[src/rtl/intr_seq_ctrl_if.sv]
// Bus between the interrupt sequencer and its environment (resolver, CPU, command port).
interface intr_seq_ctrl_if;
    logic       isprior;
    logic [2:0] req_lvl;
    logic       inta;
    logic       ocw_wr;
    logic [7:0] ocw2;
    logic [4:0] vbase;
    logic       aeoi;
    logic       int_o;
    logic [7:0] isr;
    logic [2:0] lp;
    logic [7:0] irr_clr;
    logic [7:0] vec;
    logic       vec_vld;

    modport master (
        output isprior, req_lvl, inta, ocw_wr, ocw2, vbase, aeoi,
        input  int_o, isr, lp, irr_clr, vec, vec_vld
    );
    modport slave (
        input  isprior, req_lvl, inta, ocw_wr, ocw2, vbase, aeoi,
        output int_o, isr, lp, irr_clr, vec, vec_vld
    );
endinterface

[src/rtl/intr_seq_ctrl.sv]
// Interrupt acknowledge sequencer: drives INT, runs the two-pulse INTA cycle,
// owns the in-service register, the rotating priority pointer and EOI commands.
module intr_seq_ctrl #(
    parameter int INTA_TO = 15
) (
    input  logic            clk,
    input  logic            rst_n,
    intr_seq_ctrl_if.slave  bus
);
    localparam int CW = $clog2(INTA_TO + 1);

    typedef enum logic [1:0] {IDLE, PEND, ACK1, ACK2} state_e;

    state_e          state_q, state_d;
    logic            inta_q;
    logic [2:0]      lvl_q, lvl_d;
    logic            spur_q, spur_d;
    logic [CW-1:0]   cnt_q, cnt_d;
    logic [7:0]      isr_q, isr_d;
    logic [7:0]      irr_clr_q;
    logic [2:0]      lp_q, lp_d;
    logic            rot_q, rot_d;

    logic            rise, fall;
    logic [7:0]      set_mask, fsm_clr, cmd_clr;
    logic            aeoi_rot, cmd_lp_vld;
    logic [2:0]      cmd_lp, hi_lvl, idx;
    logic            hi_vld;
    logic            unused_ocw;

    assign rise       = bus.inta & ~inta_q;
    assign fall       = ~bus.inta & inta_q;
    assign unused_ocw = ^bus.ocw2[4:3];

    // Walk from lowest to highest priority so the last hit is the highest one.
    always_comb begin
        hi_lvl = '0;
        hi_vld = 1'b0;
        idx    = '0;
        for (int k = 8; k >= 1; k--) begin
            idx = lp_q + 3'(k);
            if (isr_q[idx]) begin
                hi_lvl = idx;
                hi_vld = 1'b1;
            end
        end
    end

    always_comb begin
        state_d  = state_q;
        lvl_d    = lvl_q;
        spur_d   = spur_q;
        cnt_d    = '0;
        set_mask = '0;
        fsm_clr  = '0;
        aeoi_rot = 1'b0;
        case (state_q)
            IDLE: if (bus.isprior) state_d = PEND;
            PEND: if (rise) begin
                state_d = ACK1;
                if (bus.isprior) begin
                    lvl_d    = bus.req_lvl;
                    spur_d   = 1'b0;
                    set_mask = 8'b1 << bus.req_lvl;
                end else begin
                    lvl_d  = 3'd7;
                    spur_d = 1'b1;
                end
            end
            ACK1: begin
                if (rise) begin
                    state_d = ACK2;
                end else if (cnt_q == CW'(INTA_TO)) begin
                    state_d = IDLE;
                    if (!spur_q) fsm_clr = 8'b1 << lvl_q;
                end else begin
                    cnt_d = cnt_q + 1'b1;
                end
            end
            ACK2: if (fall) begin
                state_d = IDLE;
                if (bus.aeoi && !spur_q) begin
                    fsm_clr  = 8'b1 << lvl_q;
                    aeoi_rot = rot_q;
                end
            end
            default: state_d = IDLE;
        endcase
    end

    always_comb begin
        cmd_clr    = '0;
        cmd_lp_vld = 1'b0;
        cmd_lp     = '0;
        rot_d      = rot_q;
        if (bus.ocw_wr) begin
            case (bus.ocw2[7:5])
                3'b001: if (hi_vld) cmd_clr = 8'b1 << hi_lvl;
                3'b011: cmd_clr = 8'b1 << bus.ocw2[2:0];
                3'b101: if (hi_vld) begin
                    cmd_clr    = 8'b1 << hi_lvl;
                    cmd_lp_vld = 1'b1;
                    cmd_lp     = hi_lvl;
                end
                3'b111: begin
                    cmd_clr    = 8'b1 << bus.ocw2[2:0];
                    cmd_lp_vld = 1'b1;
                    cmd_lp     = bus.ocw2[2:0];
                end
                3'b100: rot_d = 1'b1;
                3'b000: rot_d = 1'b0;
                3'b110: begin
                    cmd_lp_vld = 1'b1;
                    cmd_lp     = bus.ocw2[2:0];
                end
                default: ;
            endcase
        end
    end

    // Clears act on the pre-set value; a same-cycle set on the same bit survives.
    assign isr_d = (isr_q & ~fsm_clr & ~cmd_clr) | set_mask;
    assign lp_d  = cmd_lp_vld ? cmd_lp : (aeoi_rot ? lvl_q : lp_q);

    always_ff @(posedge clk or negedge rst_n) begin
        if (!rst_n) begin
            state_q   <= IDLE;
            inta_q    <= 1'b0;
            lvl_q     <= '0;
            spur_q    <= 1'b0;
            cnt_q     <= '0;
            isr_q     <= '0;
            irr_clr_q <= '0;
            lp_q      <= 3'd7;
            rot_q     <= 1'b0;
        end else begin
            state_q   <= state_d;
            inta_q    <= bus.inta;
            lvl_q     <= lvl_d;
            spur_q    <= spur_d;
            cnt_q     <= cnt_d;
            isr_q     <= isr_d;
            irr_clr_q <= set_mask;
            lp_q      <= lp_d;
            rot_q     <= rot_d;
        end
    end

    assign bus.int_o   = (state_q == PEND);
    assign bus.vec_vld = (state_q == ACK2);
    assign bus.vec     = bus.vec_vld ? {bus.vbase, lvl_q} : 8'h00;
    assign bus.isr     = isr_q;
    assign bus.lp      = lp_q;
    assign bus.irr_clr = irr_clr_q;
endmodule

[src/flat_wrapper.sv]
// flat-port wrapper written by rule: the top's interface ports become plain ports
module intr_seq_ctrl_flat 
#(
    parameter int INTA_TO = 15
)
  (clk, rst_n, bus_isprior, bus_req_lvl, bus_inta, bus_ocw_wr, bus_ocw2, bus_vbase, bus_aeoi, bus_int_o, bus_isr, bus_lp, bus_irr_clr, bus_vec, bus_vec_vld);
  intr_seq_ctrl_if bus_i ();
  input  logic clk;
  input  logic rst_n;
  input wire logic [$bits(bus_i.isprior)-1:0] bus_isprior;
  input wire logic [$bits(bus_i.req_lvl)-1:0] bus_req_lvl;
  input wire logic [$bits(bus_i.inta)-1:0] bus_inta;
  input wire logic [$bits(bus_i.ocw_wr)-1:0] bus_ocw_wr;
  input wire logic [$bits(bus_i.ocw2)-1:0] bus_ocw2;
  input wire logic [$bits(bus_i.vbase)-1:0] bus_vbase;
  input wire logic [$bits(bus_i.aeoi)-1:0] bus_aeoi;
  output wire logic [$bits(bus_i.int_o)-1:0] bus_int_o;
  output wire logic [$bits(bus_i.isr)-1:0] bus_isr;
  output wire logic [$bits(bus_i.lp)-1:0] bus_lp;
  output wire logic [$bits(bus_i.irr_clr)-1:0] bus_irr_clr;
  output wire logic [$bits(bus_i.vec)-1:0] bus_vec;
  output wire logic [$bits(bus_i.vec_vld)-1:0] bus_vec_vld;
  assign bus_i.isprior = bus_isprior;
  assign bus_i.req_lvl = bus_req_lvl;
  assign bus_i.inta = bus_inta;
  assign bus_i.ocw_wr = bus_ocw_wr;
  assign bus_i.ocw2 = bus_ocw2;
  assign bus_i.vbase = bus_vbase;
  assign bus_i.aeoi = bus_aeoi;
  assign bus_int_o = bus_i.int_o;
  assign bus_isr = bus_i.isr;
  assign bus_lp = bus_i.lp;
  assign bus_irr_clr = bus_i.irr_clr;
  assign bus_vec = bus_i.vec;
  assign bus_vec_vld = bus_i.vec_vld;
  intr_seq_ctrl #(.INTA_TO(INTA_TO)) u_core (.clk(clk), .rst_n(rst_n), .bus(bus_i));
endmodule
[config.mk]
export PLATFORM = sky130hd
export DESIGN_NAME = intr_seq_ctrl_flat
export DESIGN_NICKNAME = d
export VERILOG_FILES = /design/src/rtl/intr_seq_ctrl_if.sv /design/src/rtl/intr_seq_ctrl.sv /design/src/flat_wrapper.sv
export SDC_FILE = /design/constraint.sdc
export NUM_CORES = 1
export LEC_CHECK = 0
export ABC_AREA = 1
export CAP_MARGIN = 20
export CELL_PAD_IN_SITES_DETAIL_PLACEMENT = 1
export CELL_PAD_IN_SITES_GLOBAL_PLACEMENT = 2
export CORE_MARGIN = 2
export CORE_UTILIZATION = 24
export CTS_CLUSTER_SIZE = 16
export DETAILED_ROUTE_END_ITERATION = 8
export PLACE_DENSITY_LB_ADDON = 0.1
export SYNTH_ARGS = -nofsm -noshare
export SYNTH_HDL_FRONTEND = slang
export SYNTH_SLANG_ARGS = --single-unit
[constraint.sdc]
create_clock -name clk -period 2.4 [get_ports clk]
set_input_delay 0.24 -clock clk [delete_from_list [all_inputs] [get_ports clk]]
set_output_delay 0.24 -clock clk [all_outputs]
set_load 0.05 [all_outputs]
==> results.cfg <==
[synthesis]
ys.flop_type = dfrtp_1
yosysUniqueCellTypes = 36
synth-seq-cells = 31
netlist_area_sq_mm = 0.00242
ys_seq_area_share_pct = 32.2
yosysWarnings = 0
synth_top_cell_by_area = dfrtp_1
synth-edff-count = 0
yosys-top-cells-area = dfrtp_1 29%, nand2_1 18%, inv_1 9.3%
syn_inst = 377
yosysTopAreaCellShare_pct = 29.0
synth_nets = 402
netlist_top_cells_count = 115 x nand2_1, 60 x inv_1, 47 x nor2_1, 31 x nand3_1, 28 x dfrtp_1
synth-async-reset-ratio_pct = 100
yosysMostFrequentCell = nand2_1
synth_area_per_cell_sq_um = 6.41

[drt]
drt_iter0_markers = 39
first_pass_iters = 4
viasPerCell = 4.40
postRouteAntennaNets = 0
drt-met1-wl_mm = 3.50
post_drt_wl_per_cell_um = 13.9
num_vias = 2568
drc = 0
top_layer_used = met4
wl_met2_mm = 4.39
dr_wl_met3_um = 173
wl_mm = 8.09

[clocking]
ctsHoldBuffers = 0
root_buffer = clkbuf_8
clock_latency_ns = 0.28
clockBufferDepth = 2
cts.reportedPaths.clkPinSlew_ns = 0.07
h-tree-depth = 2
cts_sinks = 31
numCtsBuffers = 5
cts_tree = yes

[hold_path]
hold_path.class = in -> async

[power_and_ir_drop]
power_density_mw_per_mm2 = 1320
leakage_uw = 0.00172
ir_drop_mv = 0.542

[global_route]
grt_max_degree = 32
grt_usage_pct = 15.1
grt_overflow = 0
grt_pass1_vias = 2676
grt_pass1_wl_mm = 13.2
antenna_found_initial = 0

[worst_setup_path]
worstPathArrival_ns = 2.64
crit_type = reg -> reg
critPathMaxFanout = 6
rr_startpoint = u_core.bus.lp[1]
end_kind = flop
cp_data_required_time_ns = 2.57
cp-startpoint = u_core.bus.lp[1]
start_kind = flop

[floorplanning]
ios = 51
die_h_um = 104
initial_core_util_pct = 24.7
row_count = 36
core_area_sq_mm = 0.00977
die-area_sq_mm = 0.0109
dieWidth_um = 104

[timing]
holdWs_ns = 0.366
worst_slew_pin_slew_ns = 0.558
skew_ns = 0.00876
maxSlewViolCount = 0
clock.fmax_mhz = 405
relSlewSlack_pct = 62.3
hold_violations = 0
final.min_clock_period_ns = 2.47
rsz0062_at_grt = yes
setup_viol = 6
finalCritPeriodShare_pct = 103
setup_slack_ns = -0.0702
tns_ns = -0.205

[placed_design]
pre_cts_ws_ns = -0.128
io_buffers = 48
place_hpwl_mm = 6.69
globalplace.congestion = 0.821

[final_layout]
area_growth_pct = 44.3
drive_above_1_share_pct = 22.2
fill_cells = 1258
diodes = 0
nets = 474

[run_status]
violations = setup timing
status = finished, violations left

[flow_run]
maxCapViolations = 0
==> metrics by stage <==
step	total power [uW]	instances	utilization, %	cell area (sq um)
finish	4600	583	35.7	3490
global placement	3760	572	32.7	3190
detailed placement	3810	572	32.7	3190
floorplan	2870	377	-	2450
CTS	4480	581	34.8	3400
global route	5020	583	35.7	3490
==> layout by cell type (no fill, tap or decap), types with 3 or more instances in the layout <==
cell               n
nand2_1          104
inv_1             56
clkdlybuf4s50_1   48
nor2_1            47
dfrtp_1           28
nand3_1           22
buf_4             22
nand2_2           21
nand3_2           14
a21oi_1           12
inv_2              9
nand3_4            7
nor3_1             6
a31oi_1            6
clkbuf_8           5
inv_4              4
nand2_4            4
o21ai_0            4
a21boi_0           3
dfstp_2            3
==> per-layer routing <==
| layer | GRT usage (%) | up-vias |
|---|---|---|
| met4 | 2.61 | 0 |
| met3 | 2.01 | 2 |
| met1 | 18.2 | 1231 |
| li1 | - | 1312 |
| met5 | 0 | - |
| met2 | 28.5 | 23 |
==> power by group <==
| group | switching (uW) | total, uW | internal [uW] |
|---|---|---|---|
| combinational | 2080 | 3220 | 1140 |
| sequential | 198 | 870 | 672 |
| clock | 202 | 511 | 309 |
==> flip-flops by register name, summed over array words and instances, names as in the netlist <==
signal and flops:
u_core.bus.irr_clr 8, u_core.bus.isr 8, u_core.bus.lp 3, u_core.cnt_q 4
u_core.inta_q 1, u_core.lvl_q 3, u_core.rot_q 1, u_core.spur_q 1
u_core.state_q 2
==> worst paths after layout <==
| check | to | slack, ns | cells past startpoint |
|---|---|---|---|
| max | u_core.bus.isr[1] | -0.07 | 19 |
| min | u_core.bus.irr_clr[7] | 0.37 | 2 |
| max reg2reg | u_core.bus.isr[1] | -0.07 | 19 |
| min reg2reg | u_core.cnt_q[0] | 0.46 | 1 |
| max in group asynchronous | u_core.bus.lp[2] | 1.69 | 2 |
| min in group clk | u_core.inta_q | 0.44 | 1 |
==> critical path, stage by stage (launching register included) <==
cell and delay, ns:
dfstp_2 0.58, buf_4 0.13, ha_1 0.18, xor2_2 0.20
buf_4 0.14, nand3_2 0.07, nand2_2 0.10, inv_2 0.05
nand2_1 0.06, nand2_1 0.05, nand2_1 0.05, nand2_1 0.04
nand2_1 0.05, nand2_1 0.07, nand2_4 0.13, nand3_2 0.09
o21bai_1 0.16, nand2_1 0.09, nand2_1 0.09, nand2_1 0.04
==> timing repair <==
action / 4_1_cts / 5_1_grt
gates resized for setup: 18 / 20
buffers inserted: 1 / 2
pin swaps: 9 / 15
endpoints found under the setup margin: 11 / 11
==> area by class of cell <==
class / count / area [sq um] / area share, %
multi-input cells: 271 / 1510 / 43.2
flip-flops and latches: 31 / 779 / 22.3
repair buffers: 70 / 646 / 18.5
inverters: 70 / 278 / 7.96
well taps: 133 / 166 / 4.77
clock buffers: 5 / 68.8 / 1.97
clock inverters: 3 / 43.8 / 1.26
==> cell families after synthesis <==
group	Yosys count	share of synthesized area, %
xor+xnor	2	0.725
flops	31	32.2
compound gates	39	10.2
simple gates	227	42.3
buf+inv	75	12.9
fa+ha+maj	3	1.55
Note: power is estimated with default switching activity, not from simulation.
